$ cat src/rtl/pix_collect.sv
// Result collector: accepts (x, y, iter) results from workers, buffers them
// in a small FIFO and commits each one to the framebuffer as a linear address.
//
// state   | meaning
// --------+---------------------------------------------------------------
// IDLE    | after reset, no frame limits loaded, nothing accepted
// COLLECT | frame in progress, accepting results and draining writes
// DONE    | every pixel committed; leftover FIFO entries still drain
module pix_collect #(
    parameter int NUM_X_BITS = 10,
    parameter int NUM_Y_BITS = 10,
    parameter int ITER_BITS  = 8,
    parameter int FIFO_DEPTH = 4
) (
    input  logic                             clk,
    input  logic                             rst,
    input  logic                             start_i,
    input  logic [NUM_X_BITS-1:0]            x_max_i,
    input  logic [NUM_Y_BITS-1:0]            y_max_i,
    input  logic                             res_valid_i,
    output logic                             res_ready_o,
    input  logic [NUM_X_BITS-1:0]            res_x_i,
    input  logic [NUM_Y_BITS-1:0]            res_y_i,
    input  logic [ITER_BITS-1:0]             res_iter_i,
    output logic                             mem_wr_en_o,
    output logic [NUM_X_BITS+NUM_Y_BITS-1:0] mem_addr_o,
    output logic [ITER_BITS-1:0]             mem_data_o,
    input  logic                             mem_ack_i,
    output logic [NUM_X_BITS+NUM_Y_BITS:0]   pix_count_o,
    output logic                             frame_done_o,
    output logic                             err_oob_o
);

    localparam int AW = NUM_X_BITS + NUM_Y_BITS;
    localparam int CW = AW + 1;
    localparam int PW = $clog2(FIFO_DEPTH);

    typedef enum logic [1:0] {
        IDLE,
        COLLECT,
        DONE
    } state_t;

    state_t                  state_q, state_d;
    logic [NUM_X_BITS-1:0]   x_max_q, x_max_d;
    logic [NUM_Y_BITS-1:0]   y_max_q, y_max_d;
    logic [PW-1:0]           wr_ptr_q, wr_ptr_d;
    logic [PW-1:0]           rd_ptr_q, rd_ptr_d;
    logic [PW:0]             fill_q, fill_d;
    logic [CW-1:0]           pix_count_q, pix_count_d;
    logic                    err_oob_q, err_oob_d;

    logic [AW-1:0]           fifo_addr_q [FIFO_DEPTH];
    logic [ITER_BITS-1:0]    fifo_data_q [FIFO_DEPTH];

    logic                    fifo_full;
    logic                    fifo_empty;
    logic                    accept;
    logic                    oob;
    logic                    push;
    logic                    pop;
    logic [AW-1:0]           row_len;
    logic [AW-1:0]           res_addr;
    logic [CW-1:0]           total;

    // Handshake, address translation and frame size, all from registered state.
    always_comb begin
        fifo_full   = (fill_q == (PW+1)'(FIFO_DEPTH));
        fifo_empty  = (fill_q == '0);
        res_ready_o = (state_q == COLLECT) && !fifo_full && !start_i;
        accept      = res_valid_i && res_ready_o;
        oob         = (res_x_i > x_max_q) || (res_y_i > y_max_q);
        push        = accept && !oob;
        pop         = !fifo_empty && mem_ack_i;
        // Full-width product: a 1024x1024 frame needs the extra count bit.
        total       = (CW'(x_max_q) + CW'(1)) * (CW'(y_max_q) + CW'(1));
        row_len     = AW'(x_max_q) + AW'(1);
        res_addr    = AW'(res_y_i) * row_len + AW'(res_x_i);
    end

    // Next-state: restart on start, else FIFO bookkeeping and frame completion.
    always_comb begin
        state_d     = state_q;
        x_max_d     = x_max_q;
        y_max_d     = y_max_q;
        wr_ptr_d    = wr_ptr_q;
        rd_ptr_d    = rd_ptr_q;
        fill_d      = fill_q;
        pix_count_d = pix_count_q;
        err_oob_d   = err_oob_q;

        if (start_i) begin
            // A restart discards anything still buffered, including a
            // write that memory may be acknowledging this very cycle.
            state_d     = COLLECT;
            x_max_d     = x_max_i;
            y_max_d     = y_max_i;
            wr_ptr_d    = '0;
            rd_ptr_d    = '0;
            fill_d      = '0;
            pix_count_d = '0;
            err_oob_d   = 1'b0;
        end else begin
            if (push) begin
                wr_ptr_d = wr_ptr_q + PW'(1);
            end
            if (pop) begin
                rd_ptr_d = rd_ptr_q + PW'(1);
                if (pix_count_q != total) begin
                    pix_count_d = pix_count_q + CW'(1);
                end
            end
            case ({push, pop})
                2'b10:   fill_d = fill_q + (PW+1)'(1);
                2'b01:   fill_d = fill_q - (PW+1)'(1);
                default: fill_d = fill_q;
            endcase
            if (accept && oob) begin
                err_oob_d = 1'b1;
            end
            if ((state_q == COLLECT) && (pix_count_d == total)) begin
                state_d = DONE;
            end
        end
    end

    // Control and status registers.
    always_ff @(posedge clk or posedge rst) begin
        if (rst) begin
            state_q     <= IDLE;
            x_max_q     <= '0;
            y_max_q     <= '0;
            wr_ptr_q    <= '0;
            rd_ptr_q    <= '0;
            fill_q      <= '0;
            pix_count_q <= '0;
            err_oob_q   <= 1'b0;
        end else begin
            state_q     <= state_d;
            x_max_q     <= x_max_d;
            y_max_q     <= y_max_d;
            wr_ptr_q    <= wr_ptr_d;
            rd_ptr_q    <= rd_ptr_d;
            fill_q      <= fill_d;
            pix_count_q <= pix_count_d;
            err_oob_q   <= err_oob_d;
        end
    end

    // FIFO storage; contents are only meaningful between the pointers.
    always_ff @(posedge clk) begin
        if (push) begin
            fifo_addr_q[wr_ptr_q] <= res_addr;
            fifo_data_q[wr_ptr_q] <= res_iter_i;
        end
    end

    // Write port shows the FIFO head; forced to zero when nothing is pending.
    always_comb begin
        mem_wr_en_o  = !fifo_empty;
        mem_addr_o   = fifo_empty ? '0 : fifo_addr_q[rd_ptr_q];
        mem_data_o   = fifo_empty ? '0 : fifo_data_q[rd_ptr_q];
        pix_count_o  = pix_count_q;
        frame_done_o = (state_q == DONE);
        err_oob_o    = err_oob_q;
    end

endmodule

$ cat config.mk
export PLATFORM = sky130hd
export DESIGN_NAME = pix_collect
export DESIGN_NICKNAME = d
export VERILOG_FILES = /design/src/rtl/pix_collect.sv
export SDC_FILE = /design/constraint.sdc
export NUM_CORES = 1
export LEC_CHECK = 0
export CORE_ASPECT_RATIO = 1.25
export CORE_MARGIN = 10
export CORE_UTILIZATION = 60
export CTS_CLUSTER_DIAMETER = 40
export DETAILED_ROUTE_END_ITERATION = 6
export HOLD_SLACK_MARGIN = 0.02
export PLACE_DENSITY = 0.84
export REMOVE_ABC_BUFFERS = 1
export SLEW_MARGIN = 20
export SYNTH_ARGS = -nofsm -noshare
export SYNTH_HDL_FRONTEND = slang
export SYNTH_SLANG_ARGS = --single-unit
$ cat constraint.sdc
create_clock -name clk -period 7.7 [get_ports clk]
set_input_delay 1.155 -clock clk [delete_from_list [all_inputs] [get_ports clk]]
set_output_delay 1.155 -clock clk [all_outputs]
set_load 0.01 [all_outputs]
# Word-level counts from Yosys, hierarchy flattened
# Memories as Yosys holds them, arrays and structs flattened.
# Cells that the tools add are included.
# op_classes
n_reduce_logical,18
multipliers,2
bitwise_logic,0
add_sub_neg,9
n_eq_ne,7
magnitude_cmp,2
n_mux,18
div,0
shifts,0
# op_table
op,count
21-bit 2-to-1 mux,4
"10-bit by 1-bit adder with 11-bit output, second input constant",3
"21-bit by 1-bit adder with 21-bit output, second input constant",1
21-bit == test,1
11-bit by 11-bit multiplier with 21-bit output,1
21-bit inequality test,1
20-bit by 10-bit adder with 20-bit output,1
10-bit > comparator,2
10-bit by 11-bit multiplier with 20-bit output,1
20-bit 2-to-1 mux,1
2-bit 2-to-1 mux,6
8-bit 2-to-1 mux,1
2-bit nonzero test,4
1-bit logical AND,7
3-bit one-hot mux with 2 select lines,1
"2-bit by 1-bit adder with 2-bit output, second input constant",2
"2-bit by 1-bit == test with 1-bit output, second input constant",2
"2-bit == test, second input constant",2
1-bit zero test,4
1-bit 2-to-1 mux,4
"3-bit by 1-bit adder with 3-bit output, second input constant",1
"3-bit == test, second input constant",1
3-bit zero test,1
3-bit 2-to-1 mux,1
other kinds (3),3
# totals
inputBits,53
mem_count,2
output_inout_bits,53
regBits,51
rom_bits,0
ram_bits,112
latch_bits,0
# mem_list
name,depth,width,read_ports,rd_clocked_by_memory_dff,wr,line_no,rtl
fifo_addr_q,4,20,1,0,1,53,logic [AW-1:0] fifo_addr_q [FIFO_DEPTH];
fifo_data_q,4,8,1,0,1,54,logic [ITER_BITS-1:0] fifo_data_q [FIFO_DEPTH];

# Logic depth before layout (Yosys ltp)
# depth
word_depth,10
ltp_mapped,30
depth_no_buf,26

# Least setup slack after synthesis
# No wires, ideal clock.
# synth_path
kind,register -> register
startpoint,register x_max_q[0]
endpoint,register state_q[0]
path_buffers,2
slack_ns,0.683
period_less_slack_ns,7.017
path_stages_with_launch,26
required_time_ns,7.569
arrival_ns,6.885
path_cell_list,dfrtp_1 > ha_1 > nand2_1 > nor2_1 > xnor2_1 > clkbuf_1 > nand2_1 > fa_1 > fa_1 > fa_1 > fa_1 > fa_1 > inv_1 > ha_1 > xor2_1 > or4_1 > o311ai_1 > a211oi_1 > nand4b_4 > or3_1 > and4b_4 > buf_6 > nor2_2 > mux2i_1 > nor4b_2 > a21oi_1
# synth_between
elab_chain_cells,9
# synth_rtl
item,line_no,rtl
"start, declared",45,"logic [NUM_X_BITS-1:0] x_max_q, x_max_d;"
"start signal, assigned",140,x_max_q <= x_max_d;
10-bit by 1-bit adder with 11-bit output *,76,total = (CW'(x_max_q) + CW'(1)) * (CW'(y_max_q) + CW'(1));
11-bit by 11-bit multiplier with 21-bit output *,76,
21-bit inequality test,109,if (pix_count_q != total) begin
21-bit 2-to-1 mux,109,
21-bit 2-to-1 mux,107,if (pop) begin
21-bit 2-to-1 mux,92,if (start_i) begin
21-bit == test *,121,if ((state_q == COLLECT) && (pix_count_d == total)) begin
1-bit logical AND *,121,
2-bit nonzero test (no source line) *,-,
"end signal, assigned",139,state_q <= state_d;
"end, declared",44,"state_t state_q, state_d;"
# Mark *: on every way between the ends. The rest lies on a longest branch, timed or not. The select of a mux whose other input is x is not followed.
# A chain may end at the register's enable or synchronous reset.

# Worst setup path in the final report
# layout_path
startpoint,register y_max_q[1]
endpoint,register state_q[1]
# layout_between
elab_chain_cells,9
# layout_rtl
item,line_no,rtl
"start, declared",46,"logic [NUM_Y_BITS-1:0] y_max_q, y_max_d;"
"start signal, assigned",141,y_max_q <= y_max_d;
10-bit by 1-bit adder with 11-bit output *,76,
11-bit by 11-bit multiplier with 21-bit output *,76,
21-bit inequality test,109,
21-bit 2-to-1 mux,109,
21-bit 2-to-1 mux,107,
21-bit 2-to-1 mux,92,
21-bit == test *,121,
1-bit logical AND *,121,
2-bit nonzero test (no source line) *,-,
# Marked as above.

==> flow_summary.yaml <==
power:
  p_per_area_nw_per_um2: 443
  cellLeakagePower_nw: 7.91
  irDropWorstVdd_mv: 0.483
  finalPower_mw: 8.22
run:
  timing.max_cap.violations: 0
critical_path:
  path_class: "reg -> reg"
  cp_max_fo: 6
  crit_arrival_ps: 7770
  worst_setup_path_end_kind: "flop"
  worst-endpoint-required_ps: 8080
  regToRegSetupSlack_ps: 310
  critical_path_launch_point_type: "flop"
placed_design:
  hpwlAfterDp_um: 30500
  routabilityCongestion: 0.913
  detailed_place.area_sq_um: 17800
  io_buffers: 105
synthesis:
  synth_edf_count: 112
  synth_area_sq_um: 16200
  postSynthCellCount: 1588
  ys_types: 86
  seq_area_frac_synth_pct: 28.7
  yosys_register_bits: 163
  postSynth.asyncResetShare_pct: 31.3
  dominant_register_cell_in_the_synthesized_netlist: "sky130_fd_sc_hd__edfxtp_1"
  ys_warn_count: 0
  syn_avg_cell_area_sq_um: 10.2
routing:
  first_iter_violations: 835
  vias: 12200
  wl_per_cell_um: 19.4
  firstDrtPassIters: 5
  postRouteAntennaNets: 0
  drt-vias-per-instance: 5.92
  wl_um: 39900
  drc_errors: 0
global_routing:
  grt_overflow: 0
  first_global_vias: 13300
  initial_antenna_violation_count: 1
  maximum_number_of_pins_on_one_net_before_global_route_repair: 70
  global_route.usage.total_pct: 23.8
  global_route_wire_length_before_repair_um: 66000
timing:
  finalHoldViolCount: 0
  final.setup_skew_ps: 17.1
  slew-limit-headroom_pct: 49.2
  post-route-period-util_pct: 96.0
  post-route-min-period_ps: 7390
  number_of_setup_violations_in_the_final_report: 0
  drv_slew: 0
  maxClockFrequency_mhz: 135
  worst_slew_pin_slew_ps: 756
finish:
  post_route_cells_drive_above_1_share_pct: 10.1
  most-common-layout-cells: "225 x sky130_fd_sc_hd__inv_1, 163 x sky130_fd_sc_hd__nand2_1, 159 x sky130_fd_sc_hd__fa_1, 140 x sky130_fd_sc_hd__ha_1, 112 x sky130_fd_sc_hd__edfxtp_1"
  postLayoutCellArea_sq_um: 18600
  mostFrequentLayoutCell: "sky130_fd_sc_hd__inv_1"
  fill_cells: 1922
  multi_input_comb_area_sq_um: 10600
  design.final.nets: 2058
  seq_area_sq_um: 4640
  area_growth_syn_to_fin_pct: 14.9
  layout.core_utilization_pct: 69.5
die:
  core.rowCount: 67
  floorplan.initialDensity_pct: 60.5
  die_width_um: 167
  die-height_um: 204
  coreArea_sq_um: 26700
  num_io_pins: 106
  fp.dieArea_sq_um: 34000
worst_hold_path:
  timing.hold.worst.class: "reg -> reg"
clock_network:
  ctsRootBufferMaster: "sky130_fd_sc_hd__clkbuf_16"
  clock_latency_ps: 440
  numClockSinks: 163
  tritoncts_buffer_count: 17
  path_clk_slew_ps: 70
  cts.path.max_buffers: 2
  tritoncts_clock_tree: "yes"
  clock_tree.htree_level_count: 4
  cts_hold_buffers: 0
outcome:
  status: "finished clean"
## worst max-delay path, stage by stage (launching register included)
cell and delay [ps]:
sky130_fd_sc_hd__dfrtp_1 400, sky130_fd_sc_hd__ha_1 280, sky130_fd_sc_hd__nand2_1 160, sky130_fd_sc_hd__nor4_2 350
sky130_fd_sc_hd__xnor2_2 230, sky130_fd_sc_hd__nand2_1 120, sky130_fd_sc_hd__fa_1 490, sky130_fd_sc_hd__fa_1 520
sky130_fd_sc_hd__fa_1 520, sky130_fd_sc_hd__fa_1 520, sky130_fd_sc_hd__fa_1 540, sky130_fd_sc_hd__inv_1 40
sky130_fd_sc_hd__ha_1 380, sky130_fd_sc_hd__a21o_1 270, sky130_fd_sc_hd__a2111oi_1 400, sky130_fd_sc_hd__o21ai_1 160
sky130_fd_sc_hd__a41oi_2 290, sky130_fd_sc_hd__xnor2_2 180, sky130_fd_sc_hd__xnor2_2 150, sky130_fd_sc_hd__and4b_2 330
sky130_fd_sc_hd__or3_1 410, sky130_fd_sc_hd__xnor2_1 160, sky130_fd_sc_hd__a221oi_2 250, sky130_fd_sc_hd__a22o_1 180
## per-layer routing
metal | wire length [um] | GRT usage (%) | up-vias
li1 | - | - | 5522
met1 | 14800 | 25.8 | 6099
met2 | 21100 | 43.9 | 480
met3 | 2220 | 3.95 | 124
met4 | 1840 | 12.2 | 0
met5 | 0 | 0 | -
## worst paths after layout
path,startpoint,endpoint,depth (start not counted)
worst max-delay path,y_max_q[1],state_q[1],23
worst min-delay path,err_oob_o,err_oob_o,1
worst max register to register,y_max_q[1],state_q[1],23
worst min register to register,err_oob_o,err_oob_o,1
max in group asynchronous,rst,rd_ptr_q[0],3
min in group asynchronous,rst,pix_count_o[2],3
## synthesized netlist by cell type (all sizes together) (8+ instances only)
cell type    n  area (sq um)
inv        226           848
a211oi       9          85.1
or3         13          81.3
nor3        25           125
o21a        12          97.6
nor2       106           400
clkbuf      50           189
mux4        28           631
nand2b      14          87.6
xnor2       81           717
dfrtp       51          1280
nor4         9          62.6
nor2b       49           307
and3        11          68.8
nand2      164           618
a21o         9          67.6
and2        66           413
nand4        8          50.1
fa         159          3180
o21ai       48           240
buf         12          62.6
edfxtp     112          3360
ha         141          1760
nand3       30           150
xor2        24           210
a21oi       36           188
## sequential cells by signal, summed over array words and instances, names as in the netlist
signal,flops
fifo_data_q,32
fifo_addr_q,80
fill_q,3
err_oob_o,1
y_max_q,10
x_max_q,10
wr_ptr_q,2
pix_count_o,21
rd_ptr_q,2
state_q,2
## layout make-up
cell class                      count  share of cell area, %
Tap cell                          345                   2.32
Antenna cell                        1                 0.0135
Inverter                          227                   4.59
Multi-Input combinational cell   1138                   57.1
Clock inverter                     13                  0.808
Clock buffer                       19                   2.33
Sequential cell                   163                   25.0
Timing Repair Buffer              158                   7.79
## stage by stage
stage          std cells  setup WS (ps)  TNS (ps)  hold WS [ps]
2_1_floorplan       1526           73.1         0           479
5_1_grt             2064          -14.8     -17.2           544
3_5_place_dp        2027          -6.58     -12.6           485
4_1_cts             2059           37.5         0           499
6_report            2064            308         0           497
3_3_place_gp        2027            129         0           476
## power breakdown
group	switching, mW	internal (mW)	leakage [nW]
sequential	0.0882	1.39	1.68
combinational	3.37	2.51	5.95
clock	0.375	0.484	0.276
## cells by family after synthesis
| kind of cell | after synthesis | share of synthesized area, % |
|---|---|---|
| adders and majority gates | 300 | 30.6 |
| buffers and inverters | 289 | 6.82 |
| muxes | 35 | 4.35 |
| AOI/OAI and AO/OA | 180 | 7.85 |
| and+or+nand+nor | 515 | 15.8 |
| DFF | 163 | 28.7 |
| xor gates and xnor gates | 106 | 5.88 |
## repair_timing
action,4_1_cts,5_1_grt
cloned,0,2
setup buffers,0,2
resized for setup,1,30
pin swaps,0,3
endpoints found under the setup margin,2,15
Power figures use the tool's default switching activity.
